### src/rtl/mem_ctrl.sv
// Byte-serial memory controller: arbitrates LSB over ICache, splits/assembles little-endian words.
// Optional IO-store stall on a full UART buffer is enabled by defining MEMCTRL_IO_STALL_EN.
module mem_ctrl #(
  parameter logic [31:0] IO_BASE = 32'h0003_0000
) (
  input  logic        clk,
  input  logic        rst,
  input  logic        rdy,
  input  logic        clr_i,
  input  logic        io_buffer_full_i,
  input  logic        inst_en_i,
  input  logic [31:0] inst_addr_i,
  output logic        inst_valid_o,
  output logic [31:0] inst_o,
  input  logic        ls_en_i,
  input  logic        ls_wr_i,
  input  logic [2:0]  ls_len_i,
  input  logic [31:0] ls_addr_i,
  input  logic [31:0] ls_data_i,
  output logic        ls_valid_o,
  output logic [31:0] ls_data_o,
  input  logic [7:0]  mem_din_i,
  output logic [7:0]  mem_dout_o,
  output logic [31:0] mem_a_o,
  output logic        mem_wr_o
);

  typedef enum logic [1:0] {IDLE, READ, WRITE, DONE} state_t;

  state_t      state;
  logic [31:0] addr_q;
  logic [31:0] data_q;
  logic [31:0] rbuf;
  logic [2:0]  len_q;
  logic [2:0]  k;
  logic        inst_own;
  logic        is_wr;
  logic        io_q;
  logic        inst_vld_q;
  logic        ls_vld_q;
  logic        mem_wr_q;
  logic [31:0] inst_q;
  logic [31:0] ls_data_q;
  logic [2:0]  k_nxt;
  logic [1:0]  cap_idx;
  logic [1:0]  nxt_idx;
  logic [31:0] rd_word;
  logic        ls_blocked;
  logic        wr_stall;

`ifdef MEMCTRL_IO_STALL_EN
  assign ls_blocked = ls_wr_i && (ls_addr_i >= IO_BASE) && io_buffer_full_i;
  assign wr_stall   = (state == WRITE) && io_q && io_buffer_full_i;
`else
  logic unused_io;
  assign unused_io  = io_buffer_full_i ^ io_q;
  assign ls_blocked = 1'b0;
  assign wr_stall   = 1'b0;
`endif

  assign k_nxt   = k + 3'd1;
  assign nxt_idx = k_nxt[1:0];
  // RAM answers one cycle late, so while address k is out we capture byte k-1
  assign cap_idx = k[1:0] - 2'd1;

  always_comb begin
    rd_word = rbuf;
    rd_word[{cap_idx, 3'b000} +: 8] = mem_din_i;
  end

  always_ff @(posedge clk) begin
    if (rst) begin
      state      <= IDLE;
      addr_q     <= 32'd0;
      data_q     <= 32'd0;
      rbuf       <= 32'd0;
      len_q      <= 3'd0;
      k          <= 3'd0;
      inst_own   <= 1'b0;
      is_wr      <= 1'b0;
      io_q       <= 1'b0;
      inst_vld_q <= 1'b0;
      ls_vld_q   <= 1'b0;
      mem_wr_q   <= 1'b0;
      inst_q     <= 32'd0;
      ls_data_q  <= 32'd0;
      mem_a_o    <= 32'd0;
      mem_dout_o <= 8'd0;
    end else if (rdy) begin
      case (state)
        IDLE: begin
          if (!clr_i) begin
            if (ls_en_i && !ls_blocked) begin
              addr_q   <= ls_addr_i;
              len_q    <= ls_len_i;
              data_q   <= ls_data_i;
              k        <= 3'd0;
              inst_own <= 1'b0;
              is_wr    <= ls_wr_i;
              io_q     <= (ls_addr_i >= IO_BASE);
              rbuf     <= 32'd0;
              mem_a_o  <= ls_addr_i;
              if (ls_wr_i) begin
                state      <= WRITE;
                mem_wr_q   <= 1'b1;
                mem_dout_o <= ls_data_i[7:0];
              end else begin
                state <= READ;
              end
            end else if (inst_en_i) begin
              addr_q   <= inst_addr_i;
              len_q    <= 3'd4;
              k        <= 3'd0;
              inst_own <= 1'b1;
              is_wr    <= 1'b0;
              io_q     <= 1'b0;
              rbuf     <= 32'd0;
              mem_a_o  <= inst_addr_i;
              state    <= READ;
            end
          end
        end
        READ: begin
          if (clr_i) begin
            state   <= IDLE;
            mem_a_o <= 32'd0;
          end else begin
            if (k != 3'd0) rbuf <= rd_word;
            if (k == len_q) begin
              state <= DONE;
              if (inst_own) begin
                inst_vld_q <= 1'b1;
                inst_q     <= rd_word;
              end else begin
                ls_vld_q  <= 1'b1;
                ls_data_q <= rd_word;
              end
            end else begin
              k       <= k_nxt;
              mem_a_o <= (k_nxt < len_q) ? addr_q + {29'd0, k_nxt} : 32'd0;
            end
          end
        end
        WRITE: begin
          // a store is never aborted by a flush; only the IO stall can pause it
          if (!wr_stall) begin
            if (k_nxt == len_q) begin
              state      <= DONE;
              ls_vld_q   <= 1'b1;
              ls_data_q  <= 32'd0;
              mem_wr_q   <= 1'b0;
              mem_a_o    <= 32'd0;
              mem_dout_o <= 8'd0;
            end else begin
              k          <= k_nxt;
              mem_a_o    <= addr_q + {29'd0, k_nxt};
              mem_dout_o <= data_q[{nxt_idx, 3'b000} +: 8];
            end
          end
        end
        DONE: begin
          state      <= IDLE;
          inst_vld_q <= 1'b0;
          ls_vld_q   <= 1'b0;
          inst_q     <= 32'd0;
          ls_data_q  <= 32'd0;
        end
        default: state <= IDLE;
      endcase
    end
  end

  // a flush in the DONE cycle of a read suppresses the pulse already queued
  assign inst_valid_o = inst_vld_q && !clr_i;
  assign inst_o       = inst_valid_o ? inst_q : 32'd0;
  assign ls_valid_o   = ls_vld_q && !(clr_i && !is_wr);
  assign ls_data_o    = ls_valid_o ? ls_data_q : 32'd0;
  assign mem_wr_o     = mem_wr_q && !wr_stall;

endmodule
### config.mk
export PLATFORM = sky130hd
export DESIGN_NAME = mem_ctrl
export DESIGN_NICKNAME = d
export VERILOG_FILES = /design/src/rtl/mem_ctrl.sv
export SDC_FILE = /design/constraint.sdc
export NUM_CORES = 1
export LEC_CHECK = 0
export BUFFER_PORTS_ARGS = -buffer_cell sky130_fd_sc_hd__buf_2
export CORE_MARGIN = 2
export CORE_UTILIZATION = 50
export CTS_CLUSTER_SIZE = 14
export DETAILED_ROUTE_END_ITERATION = 6
export PLACE_DENSITY = 0.74
export SETUP_SLACK_MARGIN = 0.3
export SYNTH_ARGS = -nofsm -noshare
export SYNTH_HDL_FRONTEND = slang
export SYNTH_SLANG_ARGS = --single-unit
### constraint.sdc
create_clock -name clk -period 3.8 [get_ports clk]
set_input_delay 0.19 -clock clk [delete_from_list [all_inputs] [get_ports clk]]
set_output_delay 0.19 -clock clk [all_outputs]
set_load 0.02 [all_outputs]
* Word-level counts from Yosys, hierarchy flattened *
Cells that the tools add are included.

operators by class
  eq/ne operators = 19
  multiply operators = 0
  shifts and indexed selects = 3
  order comparisons = 1
  reductions and logical operators = 24
  div/mod/pow operators = 0
  bitwise gates (word level) = 1
  mux-type cells = 66
  add/subtract/negate cells = 4

operator list
  operator                count
  $mux 32                 21
  $pmux 32 s3             2
  $pmux 32 s2             2
  $add 32x3->32           1
  $bwmux 32               1
  $mux 8                  4
  $shift 8x7->32 const A  1
  $shiftx 32x6->8         1
  $shiftx 8x7->32         1
  $mux 3                  8
  $ne 2x2->1 const B      11
  $reduce_and 5->1        4
  $reduce_and 6->1        3
  $pmux 8 s2              1
  $mux 1                  15
  $mux 2                  7
  $ne 3x3->1 const B      3
  $pmux 3 s3              1
  $reduce_bool 3->1       3
  $pmux 2 s4              1
  $reduce_and 4->1        2
  $reduce_bool 2->1       4
  $neg 5->7               1
  $reduce_and 7->1        1
  other kinds (12)        19

word-level totals
  bits in latches = 0
  memories = 0
  flip-flop bits (word level) = 213
  bits in writable memories = 0
  memory bits (read-only) = 0
  output and inout bits = 107

* Depth between registers and ports, before layout *
Gate-level depths: netlist of run 1.

  depth after elaboration = 8
  mapped depth = 12

* Least setup slack after synthesis of run 1 *
No wires, ideal clock.

  path type = register -> register
  from = register k[0]
  to = register mem_a_o[28]
  buffers on the path = 3
  data arrival time = 3084 ps
  slack = 598 ps
  stages on the path, launching flop included = 12
  data required time = 3681 ps
  cell sequence = dfxtp_1 ha_1 clkbuf_1 clkbuf_1 xor2_1 ha_1 a21oi_1 or4_1 buf_2 o41ai_1 a21oi_1 o221a_1

between the ends
  cells in the longest elaborated chain, start to end = 6
  elaborated cells on any way between the ends = 12
  those cells by class = add/sub (2); order compare (1); eq/ne (3); mux (5); reduce/logical (1)

ends and longest elaborated chain
  item                                                line      text
  start: declaration                                  35        logic [2:0] k;
  start signal: assignment                            139       k <= k_nxt;
  start signal: assignment                            155       k <= k_nxt;
  $add 3x1->3                                         61        assign k_nxt = k + 3'd1;
  $add 32x3->32 / $lt 3x3->1 (equally long branches)  140, 156
  $mux 32                                             140       mem_a_o <= (k_nxt < len_q) ? addr_q + {29'd0, k_nxt} : 32'd0;
  $mux 32                                             129       if (k == len_q) begin
  $mux 32                                             124       if (clr_i) begin
  $pmux 32 s3                                         90        case (state)
  end signal: assignment                              102       mem_a_o <= ls_addr_i;
  end signal: assignment                              140
  end signal: assignment                              156       mem_a_o <= addr_q + {29'd0, k_nxt};
  end: declaration                                    24        output logic [31:0] mem_a_o,

Several ways; a longest one is shown, not always the timed one. The select of a mux whose other input is x is not followed.
A chain may end at the register's enable or synchronous reset.

* Worst setup path after layout of run 1 *
  from = register k[1]
  to = register mem_a_o[28]

Same word-level chain as after synthesis.

==> results of run 1 <==
## through the flow
stage	power (W)	setup WS (ns)	hold slack, ns	instance area [µm²]
after floorplan	0.002984	0.5976	0.3057	10340
after global placement	0.003248	0.8942	0.4182	11610
after detailed placement	0.003264	0.8190	0.4322	11610
after CTS	0.005523	0.7881	0.001331	12740
after global routing	0.005720	0.5576	0.02516	12740
final	0.005501	0.7250	0.01088	12740
## power by group through the flow
stage | clock [W] | combinational [W] | sequential, W
after floorplan | 0 | 0.000486 | 0.00250
after global placement | 0 | 0.000787 | 0.00246
after detailed placement | 0 | 0.000800 | 0.00246
after CTS | 0.00228 | 0.000833 | 0.00242
after global routing | 0.00237 | 0.000918 | 0.00243
final | 0.00225 | 0.000837 | 0.00242
## sequential cells by signal, summed over array words and instances, names as in the netlist, 2 cells and up
register / count
k: 3
inst_q: 32
mem_dout_o: 8
len_q: 3
rbuf: 32
ls_data_q: 32
data_q: 32
mem_a_o: 32
state: 2
addr_q: 32
## cell families after synthesis
kind of cell,after synthesis,share of synthesized area
DFF,213,0.4123
AOI/OAI and AO/OA,308,0.2062
and+or+nand+nor,513,0.2518
buffers and inverters,117,0.04380
muxes,41,0.04936
adders and majority gates,17,0.02129
xor gates and xnor gates,18,0.01525
## cell usage after synthesis (2+ instances only)
cell       instances  share of area
xnor2_1            3         0.0025
xor2_1            15          0.013
o221a_1            4         0.0044
nor2_1           113          0.041
nor3_1            24          0.012
o41ai_1            3         0.0025
or3_1             37          0.022
a311oi_1          11         0.0093
nand4_1            8         0.0048
and2_1            66          0.040
inv_1             13         0.0047
nor2b_1           46          0.028
a22oi_1            3         0.0022
or4_1              3         0.0022
nand2_1          117          0.042
clkbuf_1          82          0.030
a211oi_1          62          0.045
a32o_1             2         0.0019
a31oi_1           25          0.015
nor4_1            14         0.0085
dfxtp_1          213           0.41
o21a_1             5         0.0036
nand2b_1           6         0.0036
o31ai_1           33          0.024
o311ai_1           2         0.0017
buf_1             10         0.0036
a31o_2             2         0.0017
nand3_1           58          0.028
nor3b_1            3         0.0022
and4_1             3         0.0025
a21boi_0           2         0.0015
a21oi_1           86          0.042
o21ai_1           10         0.0048
mux2i_1           33          0.032
o21ai_0            9         0.0044
o2bb2ai_1         32          0.027
a32oi_1            2         0.0017
ha_1              16          0.019
nand4b_1           4         0.0034
nor4b_1            2         0.0017
o31a_1             4         0.0034
mux4_2             8          0.017
buf_2             11         0.0053
## how the worst max path moves through the flow
stage,start,endpoint,slack [ns],cells after the start
final,k[1],mem_a_o[28],0.73,8
after global routing,k[1],mem_a_o[28],0.56,8
after CTS,k[1],mem_a_o[28],0.79,8
after detailed placement,k[1],mem_a_o[28],0.82,8
after global placement,k[1],mem_a_o[28],0.89,8
after floorplan,k[0],mem_a_o[28],0.60,11
## tightest hold or removal path, stage by stage
cell	delay, ns
buf_2	0.09
a21oi_1	0.08
o2bb2ai_1	0.12
## final cells by class
class | instances | area [µm²] | share of cell area
multi-input combinational | 897 | 5655 | 0.4439
sequential | 213 | 4264 | 0.3347
timing repair buffer | 280 | 1672 | 0.1312
clock buffer | 33 | 663.1 | 0.05205
tap | 270 | 337.8 | 0.02651
clock inverter | 8 | 93.84 | 0.007365
inverter | 14 | 52.55 | 0.004125
antenna | 1 | 2.502 | 0.0001964
## timing repair
item                                   in CTS  in global routing
hold buffers                               37                  0
endpoints found under the hold margin      45                  0
resized for setup                           0                  0
## metal layers
metal / GRT usage / vias up / part of all wire
met1: 0.3488 / 4434 / 0.45
met4: 0.07095 / 0 / 0.025
met2: 0.4091 / 322 / 0.46
met3: 0.03951 / 61 / 0.066
li1: - / 4823 / -
met5: 0 / - / 0
==> results.md, run 1 <==
- Status: completed
- EDFF count, synth: 0
- WHS Endpoint: inst_q[6]
- Die W: 147.8 µm
- Sw frac: 0.2759
- Ys Warns: 0
- Worst Path Class, Setup: reg -> reg
- TritonCTS clock tree: yes
- Non-filler instance count after layout: 1716
- Ratio of final minimum period to clock period: 0.8092
- Pwr Density: 431.8 mW/mm²
- Row count: 52
- Int Power: 0.003983 W
- Via-to-Cell Ratio: 5.618
- Iter 0 DRT Violations: 728
- Avg Cell Area, Syn: 8.428 µm²
- R2R Path End: mem_a_o[28]
- Normalized max-slew margin: 0.2821
- Clk sinks: 213
- RR Startpoint: k[1]
- Total wire length: between 20000 and 30000 µm
- Die height: 147.8 µm
- WP buf/inv: 0
- Vias in the first global route: around 9000
- Final core occ: 0.6297
- Nets: 1561
- Max Cap Violations: 0
- Area delta synth->final: 23.21%
- Gate power share: 0.152
- Fraction of layout cells with a size suffix above 1: 0.2090
- Core box area: 0.02023 mm²
- Peak supply drop: 0.0002736 V
- Clk_lat worst skew: 0.51 ns
- Post-synthesis cell area: slightly above 0.01 mm²
- Yosys cell types: 65
- Via count: 9640
- Total grt overflow: 0
- R2R depth: 8
- # IOs: 222
- CP peak stage delay: 0.76 ns
- Tmin final: between 3 and 4 ns
- Final Slew Violations: 0
- Final setup viols: 0
- CP endpoint kind: register
- Sequential group share of total power: 0.439
- Setup tns final: 0 ns
- Cells after synthesis: 1227
- Fmax: 0.3252 GHz
- CP max stage cell: or4_1
- Die area: 0.02185 mm²
- First-pass GRT wire length: between 40000 and 50000 µm
- Switch Pwr: 0.001518 W
- WHS Path Cells: 3
- Startpoint Class: register
- RSZ-0062 raised after global routing: no
- Most common cell after layout, fill and taps aside: buf_2
- CTS H-tree lvls: 1
- Most frequent cells in the layout: buf_2 (219), dfxtp_1 (213), nand2_1 (117)
- Worst endpoint required time: around 4.2 ns
- Antenna Nets Post-Route: 0
- Synth Flop Type: dfxtp_1
- Initial Util: 0.5111
- Worst-path maximum fanout: 8
- TritonCTS buffer count: 23
- Register area share after synthesis: 0.4123
- Setup bufs post-CTS: 0
- Cell family with most CP delay: compound AO/OA/AOI/OAI gates
- GRT Total Usage: 0.2517
- Antenna violations before repair: 1
- Root Buffer: clkbuf_16
- Filler cells: 1733
- DR DRC count: 0
- Arr. time, crit path: 3.47 ns
- Post-detail-place hpwl: around 19000 µm
- Post-synth ARST share: 0
- Pin count of the biggest net entering global routing: 78
- Leak: 5.066 nW
- DR pass1 iterations: 5
- FF-to-FF setup slack: 0.73 ns
- CP cell instances: ha_1 > xor2_1 > ha_1 > a21oi_1 > or4_1 > o41ai_1 > a21oi_1 > o221a_1
- Max Clock Skew: between 0.008 and 0.009 ns
- IO buf count: between 200 and 250
- Max Buffers Root-to-Sink: 3
- Hold_sp: mem_din_i[6]
- Placed cell count: approximately 1600
- Final Hold Fails: 0
- FF+latch count, synth: 213
- Clock transition at the registers of the reported paths: 0.06 ns
- WL per Instance: 16.48 µm
- Mapped Nets: 1359
- GPL Wtd Cong: between 0.8 and 0.9
- Clock power share: 0.408
- Worst Hold Class: in -> reg
- Worst Tran Pin Value: 1.074 ns
(Power assumes the default switching activity.)
==> run 2: changes to the inputs <==
ABC_AREA = 1   (was default)
clock period = 2.85 ns   (was 3.8 ns; I/O delays follow)
==> results.md, run 2 <==
- Status: completed
- Int Power: 0.005538 W
- TritonCTS buffer count: 23
- Setup tns final: 0 ns
- Vias in the first global route: around 11000
- Top-area cell type share of the netlist area: 0.3883
- Via-to-Cell Ratio: 5.174
- Switch Pwr: roughly 0.0027 W
- Yosys cell types: 40
- Antenna Nets Post-Route: 0
- CP endpoint kind: register
- Most common cell after layout, fill and taps aside: nand2_1
- Hold WS: 0.03024 ns
- Commonest cells in the netlist: nand2_1 (440), nor2_1 (326), dfxtp_1 (213), inv_1 (158), a21oi_1 (154)
- Root Buffer: clkbuf_16
- Final Slew Violations: 0
- Nets: 2112
- Post-detail-place hpwl: 21200 µm
- Sequential group share of total power: 0.415
- Startpoint Class: register
- WL per Instance: around 14 µm
- Post-synth ARST share: 0
- Count leader, synth: nand2_1
- Die W: roughly 150 µm
- GPL Wtd Cong: around 0.93
- Die height: roughly 150 µm
- Clock transition at the registers of the reported paths: approximately 0.060 ns
- Die area: 0.02316 mm²
- Clk sinks: 213
- N_diodes: 0
- Clk_lat worst skew: 0.52 ns
- Initial Util: 0.5063
- Max Buffers Root-to-Sink: 3
- Via count: between 10000 and 15000
- Area delta synth->final: 27.25%
- GRT Total Usage: 0.2678
- Tmin final: roughly 2.4 ns
- IO buf count: 220
- Synth Flop Type: dfxtp_1
- DR pass1 iterations: 5
- RR Startpoint: k[0]
- EDFF count, synth: 0
- Arr. time, crit path: 2.80 ns
- Total grt overflow: 0
- Row count: 54
- Mapped Nets: about 1800
- Register area share after synthesis: 0.3883
- Iter 0 DRT Violations: around 930
- Ratio of final minimum period to clock period: 0.8421
- Final setup viols: 0
- Avg Cell Area, Syn: ~6.5 µm²
- Antenna violations before repair: 0
- Filler cells: a little under 2000
- Clock power share: 0.342
- Register area: 0.004267 mm²
- CTS H-tree lvls: 1
- Worst Hold Class: in -> reg
- Hold_sp: ls_addr_i[0]
- Synth area leaders: dfxtp_1 (39%), nand2_1 (15%), nor2_1 (11%), a21oi_1 (7.0%), inv_1 (5.4%)
- Max Cap Violations: 0
- Worst Path Class, Setup: reg -> reg
- Worst-path maximum fanout: 7
- Fmax: 0.4167 GHz
- Fraction of layout cells with a size suffix above 1: 0.1583
- FF-to-FF setup slack: 0.45 ns
- Max Clock Skew: roughly 0.015 ns
- Gate power share: 0.243
- Ys Warns: 0
- Multi-input logic area: 0.005704 mm²
- Core box area: 0.02169 mm²
- DR DRC count: 0
- Pwr Density: 587.5 mW/mm²
- RSZ-0062 raised after global routing: no
- Sw frac: 0.3255
- Worst endpoint required time: ~3.3 ns
- Leak: 6.119 nW
- First-pass GRT wire length: about 53000 µm
- Worst Tran Pin Value: 0.7830 ns
- Pin count of the biggest net entering global routing: approximately 100
- FF+latch count, synth: between 200 and 250
- Most frequent cells in the layout: nand2_1 (439), nor2_1 (323), buf_2 (220)
- Post-synth top area cell: dfxtp_1
- Post-synthesis cell area: 0.01098 mm²
- Cells after synthesis: between 1500 and 2000
- Final Hold Fails: 0
- # IOs: 222
- Peak supply drop: 0.0004514 V
- TritonCTS clock tree: yes
- Total wire length: 32220 µm
- Normalized max-slew margin: 0.4767
- Worst Setup SP: k[0]
-- run 2: path summary, 6_finish.rpt --
check	cells after the start	to
hold / removal	3	addr_q[0]
setup / recovery	11	mem_a_o[12]
hold reg to reg	2	data_q[23]
setup reg to reg	11	mem_a_o[12]
-- run 2: logic make-up after synthesis --
logic type / synth area share
adder cells (fa/ha/maj): 0.02005
AO/OA/AOI/OAI: 0.1301
XOR/XNOR: 0.01037
flip-flops: 0.3883
multiplexers: 0.02643
buffers and inverters: 0.09513
AND/OR/NAND/NOR: 0.3296
-- run 2: power by group through the flow --
stage | combinational [W] | clock (W) | sequential, W
3_5_place_dp | 0.00183 | 0 | 0.00347
4_1_cts | 0.00196 | 0.00286 | 0.00340
2_1_floorplan | 0.00121 | 0 | 0.00353
6_report | 0.00199 | 0.00281 | 0.00341
5_1_grt | 0.00224 | 0.00298 | 0.00344
3_3_place_gp | 0.00180 | 0 | 0.00346
-- run 2: routing by layer --
layer  wire length (µm)  track usage  vias up
met5                  0            0        -
met4               1055      0.09835        0
met3               2254      0.04010       74
met2              15070       0.4507      432
met1              13840       0.3501     5314
li1                   -            -     5955
-- run 2: layout make-up --
| cell class | count | share of cell area |
|---|---|---|
| clock buffer | 34 | 0.04700 |
| clock inverter | 7 | 0.003044 |
| inverter | 166 | 0.04468 |
| multi-input combinational | 1229 | 0.4082 |
| sequential | 213 | 0.3053 |
| tap | 280 | 0.02507 |
| timing repair buffer | 347 | 0.1667 |
-- run 2: stage by stage --
stage,power (W),cell area [µm²],std cells,setup WS (ns),utilization
detailed placement,0.005300,12290,2138,0.3193,0.5666
global route,0.008654,13970,2276,0.3047,0.6443
floorplan,0.004735,10980,1702,0.4439,-
global placement,0.005267,12290,2138,0.4182,0.5666
CTS,0.008224,13940,2274,0.3057,0.6427
finish,0.008211,13970,2276,0.4501,0.6443
-- run 2: timing repair --
item / in CTS / in global routing
hold endpoints to repair: 74 / 0
resized for setup: 0 / 7
endpoints found under the setup margin: 0 / 49
hold buffers: 95 / 0
setup buffers: 0 / 1
-- run 2: worst max-delay path: stages (launching register included) --
cell     delay [ns]
dfxtp_2        0.38
inv_1          0.11
ha_1           0.32
buf_4          0.18
fa_1           0.45
nand3_1        0.12
nand2_2        0.09
nand3_2        0.10
inv_1          0.10
or2_2          0.29
nand3_1        0.08
a21oi_1        0.06
==> run 3: changes to the inputs <==
clock period = 2.35 ns   (was 2.85 ns; I/O delays follow)
==> results.md, run 3 (same netlist as run 2, synthesis figures left out) <==
- CP endpoint kind: register
- First-pass GRT wire length: between 50000 and 60000 µm
- Worst Hold Class: in -> reg
- Post-detail-place hpwl: 21570 µm
- Cell family with most CP delay: simple AND/OR/NAND/NOR gates
- WHS Path Cells: 5
- Startpoint Class: register
- Clock power share: 0.341
- WP buf/inv: 3
- Fraction of layout cells with a size suffix above 1: 0.2439
- Max Buffers Root-to-Sink: 3
- WL per Instance: approximately 16 µm
- GPL Wtd Cong: around 0.95
- Gate power share: 0.285
- Die area: about 0.023 mm²
- Tmin final: roughly 2.2 ns
- Pwr Density: 719.2 mW/mm²
- Sw frac: 0.3327
- WHS Endpoint: mem_a_o[6]
- Setup tns final: 0 ns
- IO buf count: 220
- Filler cells: 1654
- R2R Path End: mem_a_o[24]
- Arr. time, crit path: 2.69 ns
- Final Slew Violations: 0
- Die height: 152.2 µm
- Most common cell after layout, fill and taps aside: nand2_1
- Worst Tran Pin Value: 0.7518 ns
- Vias in the first global route: 11590
- N_diodes: 0
- Area delta synth->final: 40.79%
- Fmax: 0.4474 GHz
- Core box area: 0.02169 mm²
- Worst-path maximum fanout: 6
- RR Startpoint: k[0]
- Peak supply drop: 0.0006944 V
- Total wire length: about 38000 µm
- CTS H-tree lvls: 1
- Most used cell, CP: ha_4
- RSZ-0062 raised after global routing: yes
- CP peak stage delay: approximately 0.39 ns
- Final setup viols: 0
- Hold_sp: ls_addr_i[6]
- Worst endpoint required time: between 2 and 3 ns
- Most frequent cells in the layout: nand2_1 (395), nor2_1 (300), buf_2 (220)
- Leak: approximately 6.6 nW
- Via-to-Cell Ratio: approximately 5.4
- Pin count of the biggest net entering global routing: 70
- Sequential group share of total power: 0.374
- Worst Path Class, Setup: reg -> reg
- # IOs: 222
- Clk_lat worst skew: 0.52 ns
- Final Hold Fails: 0
- FF-to-FF setup slack: 0.11 ns
- Antenna violations before repair: 0
- Row count: 54
- Post-layout instance area: around 0.015 mm²
- DP Area: 0.01240 mm²
- Antenna Nets Post-Route: 0
- Total grt overflow: 0
- CP max stage cell: dfxtp_4
- GRT Total Usage: 0.2919
- Status: completed
- Clk sinks: between 200 and 250
- Root Buffer: clkbuf_16
- CP cell instances: ha_4 > xor2_4 > ha_4 > buf_4 > nand3_1 > nand4_1 > nand2_2 > nand2_4 > inv_6 > clkbuf_16 > nand3_2 > a21oi_2
- Nets: 2156
- TritonCTS clock tree: yes
- Initial Util: 0.5063
- Max Clock Skew: 0.01096 ns
- TritonCTS buffer count: 24
- Ratio of final minimum period to clock period: 0.9511
- Via count: 12620
- DR pass1 iterations: 5
- Iter 0 DRT Violations: 1110
- Normalized max-slew margin: 0.4988
- Max Cap Violations: 0
- Int Power: 0.007420 W
- DR DRC count: 0
- Die W: 152.2 µm
- Clock transition at the registers of the reported paths: 0.06 ns
- Switch Pwr: 0.003700 W
- R2R depth: 12
[run 3: layout make-up]
| type | instances | area [µm²] | share of cell area |
|---|---|---|---|
| clock buffer | 35 | 723.2 | 0.04678 |
| clock inverter | 9 | 77.57 | 0.005017 |
| sequential | 213 | 4272 | 0.2763 |
| timing repair inverter | 1 | 7.507 | 0.0004856 |
| tap | 280 | 350.3 | 0.02266 |
| timing repair buffer | 390 | 3014 | 0.1949 |
| inverter | 166 | 641.9 | 0.04151 |
| multi-input combinational | 1228 | 6375 | 0.4123 |
[run 3: worst max-delay path by stage]
stage / cells past startpoint / slack, ns / from / to
after floorplan: 14 / 0.29 / k[0] / ls_data_q[14]
after global placement: 12 / 0.18 / k[0] / ls_data_q[21]
final: 12 / 0.11 / k[0] / mem_a_o[24]
after detailed placement: 12 / 0.16 / k[0] / ls_data_q[5]
after CTS: 14 / 0.24 / k[0] / ls_data_q[27]
after global routing: 12 / 0.09 / k[0] / mem_a_o[26]
[run 3: worst reg2reg max path: cells and delay by family, from the launching register on]
| family | cells | cell delay (ns) |
|---|---|---|
| AOI/OAI and AO/OA | 1 | 0.14 |
| DFF | 1 | 0.39 |
| adders and majority gates | 2 | 0.43 |
| buffers and inverters | 3 | 0.41 |
| and+or+nand+nor | 5 | 0.55 |
| xor gates and xnor gates | 1 | 0.24 |
[run 3: per-stage QoR]
stage	util	cells	power [W]	hold WS (ns)	worst slack, ns
4_1_cts	0.6778	2309	0.01070	0.01367	0.2395
6_report	0.7129	2322	0.01112	0.02489	0.1150
5_1_grt	0.7129	2322	0.01156	0.06556	0.08630
3_5_place_dp	0.5719	2145	0.006476	0.3470	0.1552
3_3_place_gp	0.5719	2145	0.006423	0.3380	0.1820
2_1_floorplan	-	1702	0.005774	0.2524	0.2914
[run 3: per-layer routing]
layer / global-route usage / up-vias / share of wire
li1: - / 6047 / -
met1: 0.3644 / 5789 / 0.39
met2: 0.4994 / 631 / 0.47
met3: 0.04209 / 156 / 0.074
met4: 0.1348 / 0 / 0.059
met5: 0 / - / 0
[run 3: what timing repair did]
action	in CTS	in global routing
hold endpoints to repair	75	0
endpoints found under the setup margin	80	199
buffers inserted	13	6
gates cloned	6	7
hold buffers	101	0
pin swaps	6	41
resized for setup	49	154
[run 3: power by group through the flow]
stage,combinational [W],clock (W),sequential [W]
5_1_grt,0.00343,0.00394,0.00419
6_report,0.00317,0.00379,0.00416
3_3_place_gp,0.00222,0,0.00420
3_5_place_dp,0.00227,0,0.00421
4_1_cts,0.00275,0.00381,0.00414
2_1_floorplan,0.00149,0,0.00428
